--- src/rtl/rvfi_check_sequencer_if.sv ---
// Bundles the start request, RVFI retirement bus and sequencer status into one port.
interface rvfi_check_sequencer_if #(
  parameter int NRET    = 1,
  parameter int ORDER_W = 64,
  parameter int CH_W    = 1,
  parameter int CNT_W   = 16
);
  logic                    start;
  logic [ORDER_W-1:0]      target_order;
  logic [NRET-1:0]         rvfi_valid;
  logic [NRET*ORDER_W-1:0] rvfi_order;
  logic                    check;
  logic [CH_W-1:0]         check_channel;
  logic                    busy;
  logic                    done;
  logic                    timed_out;
  logic                    err;
  logic [CNT_W-1:0]        retire_count;

  modport master (
    output start, target_order, rvfi_valid, rvfi_order,
    input  check, check_channel, busy, done, timed_out, err, retire_count
  );

  modport slave (
    input  start, target_order, rvfi_valid, rvfi_order,
    output check, check_channel, busy, done, timed_out, err, retire_count
  );
endinterface

--- src/rtl/rvfi_check_sequencer.sv ---
// Arms on a target instruction order and pulses check in the exact cycle that order
// retires on any RVFI channel; tracks completion, timeout and duplicate-retire errors.
module rvfi_check_sequencer #(
  parameter int NRET    = 1,
  parameter int ORDER_W = 64,
  parameter int CH_W    = 1,
  parameter int TIMEOUT = 64,
  parameter int CNT_W   = 16
) (
  input  logic                   clock,
  input  logic                   reset,
  rvfi_check_sequencer_if.slave  bus
);
  localparam int TMR_W = (TIMEOUT > 1) ? $clog2(TIMEOUT) : 1;

  typedef enum logic [1:0] {S_IDLE, S_WAIT, S_DONE, S_TMO} state_t;

  state_t             r_state;
  state_t             w_state_next;
  logic [ORDER_W-1:0] r_tgt;
  logic [TMR_W-1:0]   r_timer;
  logic [CNT_W-1:0]   r_retire_count;
  logic               r_done;
  logic               r_timed_out;
  logic               r_err;

  logic [NRET-1:0]    w_hit;
  logic               w_any_hit;
  logic               w_multi_hit;
  logic [CH_W-1:0]    w_lowest;
  logic [CNT_W:0]     w_pop;
  logic [CNT_W:0]     w_sum;
  logic [CNT_W-1:0]   w_count_sat;
  logic               w_timer_last;
  logic               w_arm;
  logic               w_check;
  logic [CH_W-1:0]    w_check_channel;

  for (genvar gi = 0; gi < NRET; gi++) begin : g_hit
    assign w_hit[gi] = bus.rvfi_valid[gi] &&
                       (bus.rvfi_order[ORDER_W*gi +: ORDER_W] == r_tgt);
  end

  assign w_any_hit   = |w_hit;
  // Clearing the lowest set bit leaves something only if two or more bits were set.
  assign w_multi_hit = |(w_hit & (w_hit - NRET'(1)));

  always_comb begin
    w_lowest = '0;
    for (int i = NRET - 1; i >= 0; i--) begin
      if (w_hit[i]) w_lowest = CH_W'(i);
    end
  end

  always_comb begin
    w_pop = '0;
    for (int i = 0; i < NRET; i++) begin
      w_pop = w_pop + (CNT_W+1)'(bus.rvfi_valid[i]);
    end
  end

  assign w_sum        = {1'b0, r_retire_count} + w_pop;
  assign w_count_sat  = w_sum[CNT_W] ? '1 : w_sum[CNT_W-1:0];
  assign w_timer_last = (r_timer == TMR_W'(TIMEOUT - 1));
  assign w_arm        = bus.start && (r_state != S_WAIT);

  always_ff @(posedge clock) begin
    if (reset) r_state <= S_IDLE;
    else       r_state <= w_state_next;
  end

  always_comb begin
    w_state_next    = r_state;
    w_check         = 1'b0;
    w_check_channel = '0;
    case (r_state)
      S_WAIT: begin
        // A hit in the final timer cycle still counts as completion.
        if (w_any_hit) begin
          w_check         = 1'b1;
          w_check_channel = w_lowest;
          w_state_next    = S_DONE;
        end else if (w_timer_last) begin
          w_state_next = S_TMO;
        end
      end
      default: begin
        if (bus.start) w_state_next = S_WAIT;
      end
    endcase
  end

  always_ff @(posedge clock) begin
    if (reset) begin
      r_tgt          <= '0;
      r_timer        <= '0;
      r_retire_count <= '0;
      r_done         <= 1'b0;
      r_timed_out    <= 1'b0;
      r_err          <= 1'b0;
    end else if (w_arm) begin
      r_tgt          <= bus.target_order;
      r_timer        <= '0;
      r_retire_count <= '0;
      r_done         <= 1'b0;
      r_timed_out    <= 1'b0;
      r_err          <= 1'b0;
    end else begin
      if (r_state == S_WAIT) begin
        r_retire_count <= w_count_sat;
        if (w_any_hit) begin
          r_done <= 1'b1;
          if (w_multi_hit) r_err <= 1'b1;
        end else if (w_timer_last) begin
          r_timed_out <= 1'b1;
        end else begin
          r_timer <= r_timer + TMR_W'(1);
        end
      end
      if ((r_state == S_DONE) && w_any_hit) r_err <= 1'b1;
    end
  end

  assign bus.check         = w_check;
  assign bus.check_channel = w_check_channel;
  assign bus.busy          = (r_state == S_WAIT);
  assign bus.done          = r_done;
  assign bus.timed_out     = r_timed_out;
  assign bus.err           = r_err;
  assign bus.retire_count  = r_retire_count;
endmodule

--- src/flat_wrapper.sv ---
// flat-port wrapper written by rule: the top's interface ports become plain ports
module rvfi_check_sequencer_flat 
#(
  parameter int NRET    = 1,
  parameter int ORDER_W = 64,
  parameter int CH_W    = 1,
  parameter int TIMEOUT = 64,
  parameter int CNT_W   = 16
)
  (clock, reset, bus_start, bus_target_order, bus_rvfi_valid, bus_rvfi_order, bus_check, bus_check_channel, bus_busy, bus_done, bus_timed_out, bus_err, bus_retire_count);
  rvfi_check_sequencer_if #(.NRET(NRET), .ORDER_W(ORDER_W), .CH_W(CH_W), .CNT_W(CNT_W)) bus_i ();
  input  logic clock;
  input  logic reset;
  input wire logic [$bits(bus_i.start)-1:0] bus_start;
  input wire logic [$bits(bus_i.target_order)-1:0] bus_target_order;
  input wire logic [$bits(bus_i.rvfi_valid)-1:0] bus_rvfi_valid;
  input wire logic [$bits(bus_i.rvfi_order)-1:0] bus_rvfi_order;
  output wire logic [$bits(bus_i.check)-1:0] bus_check;
  output wire logic [$bits(bus_i.check_channel)-1:0] bus_check_channel;
  output wire logic [$bits(bus_i.busy)-1:0] bus_busy;
  output wire logic [$bits(bus_i.done)-1:0] bus_done;
  output wire logic [$bits(bus_i.timed_out)-1:0] bus_timed_out;
  output wire logic [$bits(bus_i.err)-1:0] bus_err;
  output wire logic [$bits(bus_i.retire_count)-1:0] bus_retire_count;
  assign bus_i.start = bus_start;
  assign bus_i.target_order = bus_target_order;
  assign bus_i.rvfi_valid = bus_rvfi_valid;
  assign bus_i.rvfi_order = bus_rvfi_order;
  assign bus_check = bus_i.check;
  assign bus_check_channel = bus_i.check_channel;
  assign bus_busy = bus_i.busy;
  assign bus_done = bus_i.done;
  assign bus_timed_out = bus_i.timed_out;
  assign bus_err = bus_i.err;
  assign bus_retire_count = bus_i.retire_count;
  rvfi_check_sequencer #(.NRET(NRET), .ORDER_W(ORDER_W), .CH_W(CH_W), .TIMEOUT(TIMEOUT), .CNT_W(CNT_W)) u_core (.clock(clock), .reset(reset), .bus(bus_i));
endmodule
--- config.mk ---
export PLATFORM = sky130hd
export DESIGN_NAME = rvfi_check_sequencer_flat
export DESIGN_NICKNAME = d
export VERILOG_FILES = /design/src/rtl/rvfi_check_sequencer_if.sv /design/src/rtl/rvfi_check_sequencer.sv /design/src/flat_wrapper.sv
export SDC_FILE = /design/constraint.sdc
export NUM_CORES = 1
export LEC_CHECK = 0
export ABC_AREA = 1
export CAP_MARGIN = 30
export CELL_PAD_IN_SITES_DETAIL_PLACEMENT = 2
export CELL_PAD_IN_SITES_GLOBAL_PLACEMENT = 2
export CORE_ASPECT_RATIO = 1.4
export CORE_MARGIN = 8
export CORE_UTILIZATION = 27
export CTS_BUF_LIST = sky130_fd_sc_hd__clkbuf_2 sky130_fd_sc_hd__clkbuf_4 sky130_fd_sc_hd__clkbuf_8
export DETAILED_ROUTE_END_ITERATION = 10
export GPL_TIMING_DRIVEN = 0
export PLACE_DENSITY = 0.86
export SLEW_MARGIN = 15
export SYNTH_ARGS = -nofsm -noshare
export SYNTH_HDL_FRONTEND = slang
export SYNTH_SLANG_ARGS = --single-unit
--- constraint.sdc ---
create_clock -name clock -period 4.6 [get_ports clock]
set_input_delay 0.92 -clock clock [delete_from_list [all_inputs] [get_ports clock]]
set_output_delay 0.92 -clock clock [all_outputs]
set_load 0.05 [all_outputs]
# Yosys cells after proc, flatten, opt, wreduce, memory -nomap -nowiden
# Cells that the tools add are included.
[totals]
ff_bits = 91
input_bits = 132
elab_cells = 43
[op_classes]
n_addsub = 3
eq_ne = 6
n_mux = 11
bitwise = 3
n_reduce_logical = 13
[ops]
columns = ["op", "count"]
rows = [
  ["$eq 64x64->1", 1],
  ["$add 16x1->17", 1],
  ["$mux 16", 1],
  ["$reduce_and 3->1", 3],
  ["$mux 2", 4],
  ["$reduce_bool 2->1", 4],
  ["$add 6x1->6 const B", 1],
  ["$eq 6x6->1 const B", 1],
  ["$mux 1", 6],
  ["$reduce_and 2->1", 2],
  ["$logic_and 1x1->1", 3],
  ["$ne 3x1->1 const B", 1],
  ["$eq 2x1->1 const B", 1],
  ["$eq 2x2->1 const B", 1],
  ["$ne 2x1->1 const B", 1],
  ["$not 1->1", 2],
  ["$reduce_or 2->1", 1],
  ["$and 1x1->1", 1],
  ["$sub 1x1->1 const B", 1],
]

# Longest topological paths before layout
# Gate-level depths: netlist of the first run.
[logic_depth]
depth_word = 8
ltp_mapped = 13
ltp_nobuf = 13

# Worst setup path after synthesis of the first run
# No wires, ideal clock.
[synth_path]
path_type = "input to output"
startpoint = "input port bus_rvfi_order[15]"
endpoint = "output port bus_check"
arrival_ps = 2239
slack_ps = 1441
stages = 7
n_path_buf = 0
path_cell_list = "inv_1 nand2_1 nand3_1 or3_1 nor2_1 nand3_1 nor2_1"
[synth_between]
elab_chain_len = 4
[synth_rtl]
columns = ["item", "line", "rtl"]
rows = [
  ["from (decl)", "flat_wrapper.sv:17", "input wire logic [$bits(bus_i.rvfi_order)-1:0] bus_rvfi_order;"],
  ["$eq 64x64->1", "rvfi_check_sequencer.sv:41", "(bus.rvfi_order[ORDER_W*gi +: ORDER_W] == r_tgt);"],
  ["$logic_and 1x1->1", "rvfi_check_sequencer.sv:40", "assign w_hit[gi] = bus.rvfi_valid[gi] &&"],
  ["$mux 1", "rvfi_check_sequencer.sv:79", "if (w_any_hit) begin"],
  ["$mux 1", "rvfi_check_sequencer.sv:76", "case (r_state)"],
  ["to (decl)", "flat_wrapper.sv:18", "output wire logic [$bits(bus_i.check)-1:0] bus_check;"],
]
# No other way between the ends.

# Worst setup path in the final report of the first run
[layout_path]
startpoint = "input port bus_rvfi_order[25]"
endpoint = "output port bus_check"
# The elaborated chain is that of the path after synthesis.

==> flow_metrics.tcl, run 1 <==
set metrics [dict create \
    status "finished, final reports clean" \
    final_max_slew_viol_count 0 \
    cp_data_arrival_time_ps 3450 \
    place_area_um2 6810 \
    final_layout_size_suffix_gt1_share_pct 5.09 \
    cts-root-buf "clkbuf_8" \
    fin_area_um2 7040 \
    cts.sinks 91 \
    rsz0062_at_grt "false" \
    htree_levels 3 \
    final.setup_skew_ps 11.3 \
    ctsResizeCount 0 \
    path_class "input pin to output port" \
    start_util_pct 27.2 \
    max_freq_mhz 229 \
    synth_nets 910 \
    cts.hold.buffers_added 0 \
    core_area_um2 18300 \
    cp.required_ps 3680 \
    total_power_mw 2.06 \
    setup-violations-final 0 \
    syn_area_um2 4980 \
    critPathMaxFanout 2 \
    clock_path_buffers 2 \
    postSynthAreaPerCell_um2 6.43 \
    relSlewSlack_pct 62.6 \
    synth-seq-cells 91 \
    fin_nets 1073 \
    grt_overflow 0 \
    dieArea_um2 23100 \
    r2r-end "u_core.bus.retire_count[15]$_SDFFE_PP0P_" \
    post_cts.repair.setup_buffers 0 \
    reg2reg_slack_ps 2630 \
    fp.dieW_um 131 \
    multi_input_comb_area_um2 2600 \
    leakagePower_nw 3.09 \
    avgRoutedWirePerCell_um 18.6 \
    port_buffers 152 \
    p_clk_share_pct 31.6 \
    rows 59 \
    firstDrtPassIters 4 \
    worst_pin_slew_ps 560 \
    ys_types 37 \
    yosys_warnings 0 \
    powerDensity_nw_per_um2 293 \
    hold_start "u_core.bus.done$_SDFFE_PP0P_" \
    maxCapViolations 0 \
    grt_pass1_wl_um 34600 \
    vdd_drop_max_uv 116 \
    layout_common_cells "210 x nand2_1, 152 x clkdlybuf4s50_1, 117 x inv_1, 91 x dfxtp_1, 89 x nor2_1" \
    r2r_cells 10 \
    fillers 2305 \
    seqCellArea_um2 1820 \
    globalplace.congestion 0.804 \
    end_kind "output port" \
    die_y_um 177 \
    r2r-start "u_core.bus.retire_count[0]$_SDFFE_PP0P_" \
    routed_wirelength_um 22000 \
    setup_tns_ps 0 \
    final_common_cell "nand2_1" \
    post-route-min-period_ps 4370 \
    diodes 0 \
    drtIter0Drc 150 \
    hold_viol 0 \
    swShare_pct 32.9 \
    grt_max_degree 16 \
    critPathLaunchType "input pin" \
    grt_pass1_vias 6631 \
    seq_power_share_pct 43.1 \
    intPower_mw 1.38 \
    worstSkewPairLatency_ps 390 \
    min_path_type "flop to flop" \
    holdPathStages 2 \
    synth_cells 775 \
    switchingPower_uw 678 \
    viasPerCell 4.70 \
    numCtsBuffers 9 \
    grt.total_usage_pct 19.7 \
    antenna_found_initial 0 \
    cts_tree "yes" \
    drc 0 \
    layout_worst_path_cycle_share_pct 95.0 \
    ys_seq_area_share_pct 36.6 \
    comb_power_share_pct 25.3 \
    syn_to_final_growth_pct 41.2 \
    num_vias 5575 \
    detail-route-antenna-nets 0 \
    clk_pin_slew_worst_paths_ps 90 \
    post-dp-hpwl_um 18400 \
    hold_end "u_core.bus.done$_SDFFE_PP0P_" \
    ioPinCount 154 \
]
-- cell usage after synthesis, drive strengths merged --
cell    count  area share (%)
a211oi      1            0.15
a21oi      71             7.2
a31oi       2            0.25
and3        1            0.13
buf        11             1.2
clkbuf     12            0.90
conb        1           0.075
dfxtp      91              37
ha          3            0.75
inv       121             9.1
nand2     214              17
nand3      13             1.5
nand4      24             3.1
nor2       95             8.1
nor3        9             1.2
nor4        6            0.88
o21ai      69             6.9
o22ai       1            0.13
or2         2            0.25
or3         1            0.13
xnor2       6             1.1
xor2       21             3.7
-- through the flow --
stage	cells	worst slack (ps)	hold WS, ps	util, %
6_report	1187	230	472	38.4
4_1_cts	1187	247	475	38.4
3_3_place_gp	1171	296	439	37.2
3_5_place_dp	1171	249	461	37.2
5_1_grt	1187	161	495	38.4
2_1_floorplan	775	1440	433	-
-- worst max-delay path, stage by stage --
cell and delay [ps]:
clkdlybuf4s50_1 460, nand2_1 200, nand4_1 170, nor4_1 350
nand3_1 110, nor2_1 150, nand3_1 120, nor2_1 130
clkdlybuf4s50_1 830
-- power by group through the flow --
| stage | clock network, mW | logic (mW) | registers (mW) |
|---|---|---|---|
| 2_1_floorplan | 0 | 0.268 | 0.898 |
| 5_1_grt | 0.696 | 0.578 | 0.896 |
| 3_5_place_dp | 0 | 0.524 | 0.906 |
| 3_3_place_gp | 0 | 0.506 | 0.901 |
| 4_1_cts | 0.667 | 0.530 | 0.890 |
| 6_report | 0.652 | 0.521 | 0.889 |
-- registers in the layout (all words and copies together), names as in the netlist --
register	flops
u_core.bus.done	1
u_core.bus.err	1
u_core.bus.retire_count	16
u_core.bus.timed_out	1
u_core.r_state	2
u_core.r_tgt	64
u_core.r_timer	6
-- final cells by class --
type	count	area share [%]
Clock buffer	10	1.96
Multi-Input combinational cell	540	37.0
Sequential cell	91	25.9
Tap cell	244	4.34
Timing Repair Buffer	152	21.6
Inverter	121	6.46
Buffer	23	1.46
Clock inverter	6	1.26
-- metal layers --
metal / vias to the layer above / track usage [%] / part of all wire (%)
li1: 2751 / - / -
met1: 2684 / 19.2 / 37
met2: 108 / 39.1 / 56
met3: 32 / 3.35 / 3.6
met4: 0 / 8.35 / 2.9
met5: - / 0 / 0
-- cell families (layout without fill, tap and decap cells) --
| family | Yosys count | in the layout | share of synthesized area, % |
|---|---|---|---|
| AO/OA/AOI/OAI | 144 | 144 | 14.7 |
| XOR/XNOR | 27 | 27 | 4.75 |
| adder cells (fa/ha/maj) | 3 | 3 | 0.753 |
| buffers and inverters | 144 | 312 | 11.2 |
| flip-flops | 91 | 91 | 36.6 |
| other | 1 | 1 | 0.0753 |
| AND/OR/NAND/NOR | 365 | 365 | 32.0 |
-- how the worst max path moves through the flow --
stage	end	from	cells past startpoint	slack, ps
2_1_floorplan	bus_check	bus_rvfi_order[15]	7	1440
3_3_place_gp	bus_check	bus_rvfi_order[25]	9	300
3_5_place_dp	bus_check	bus_rvfi_order[25]	9	250
4_1_cts	bus_check	bus_rvfi_order[25]	9	250
5_1_grt	bus_check	bus_rvfi_order[25]	9	160
6_report	bus_check	bus_rvfi_order[25]	9	230
No activity file was read; power rests on OpenSTA's default activity.
==> run 2: changes to the inputs <==
CTS_CLUSTER_SIZE = 30   (was default)
==> results of run 2 <==
The final DEF is identical to that of run 1; final timing and power are the same.
==> run 3: changes to the inputs <==
==> constraint.sdc (replaced) <==
create_clock -name clock -period 4.6 [get_ports clock]
set_input_delay 0.69 -clock clock [delete_from_list [all_inputs] [get_ports clock]]
set_output_delay 0.69 -clock clock [all_outputs]
set_load 0.05 [all_outputs]
==> results of run 3 <==
Same layout as run 1 (identical final DEF). Status: finished, final reports clean.
Main changes from that run: setup slack after placement 249 ps -> 709 ps; setup slack after layout 230 ps -> 690 ps
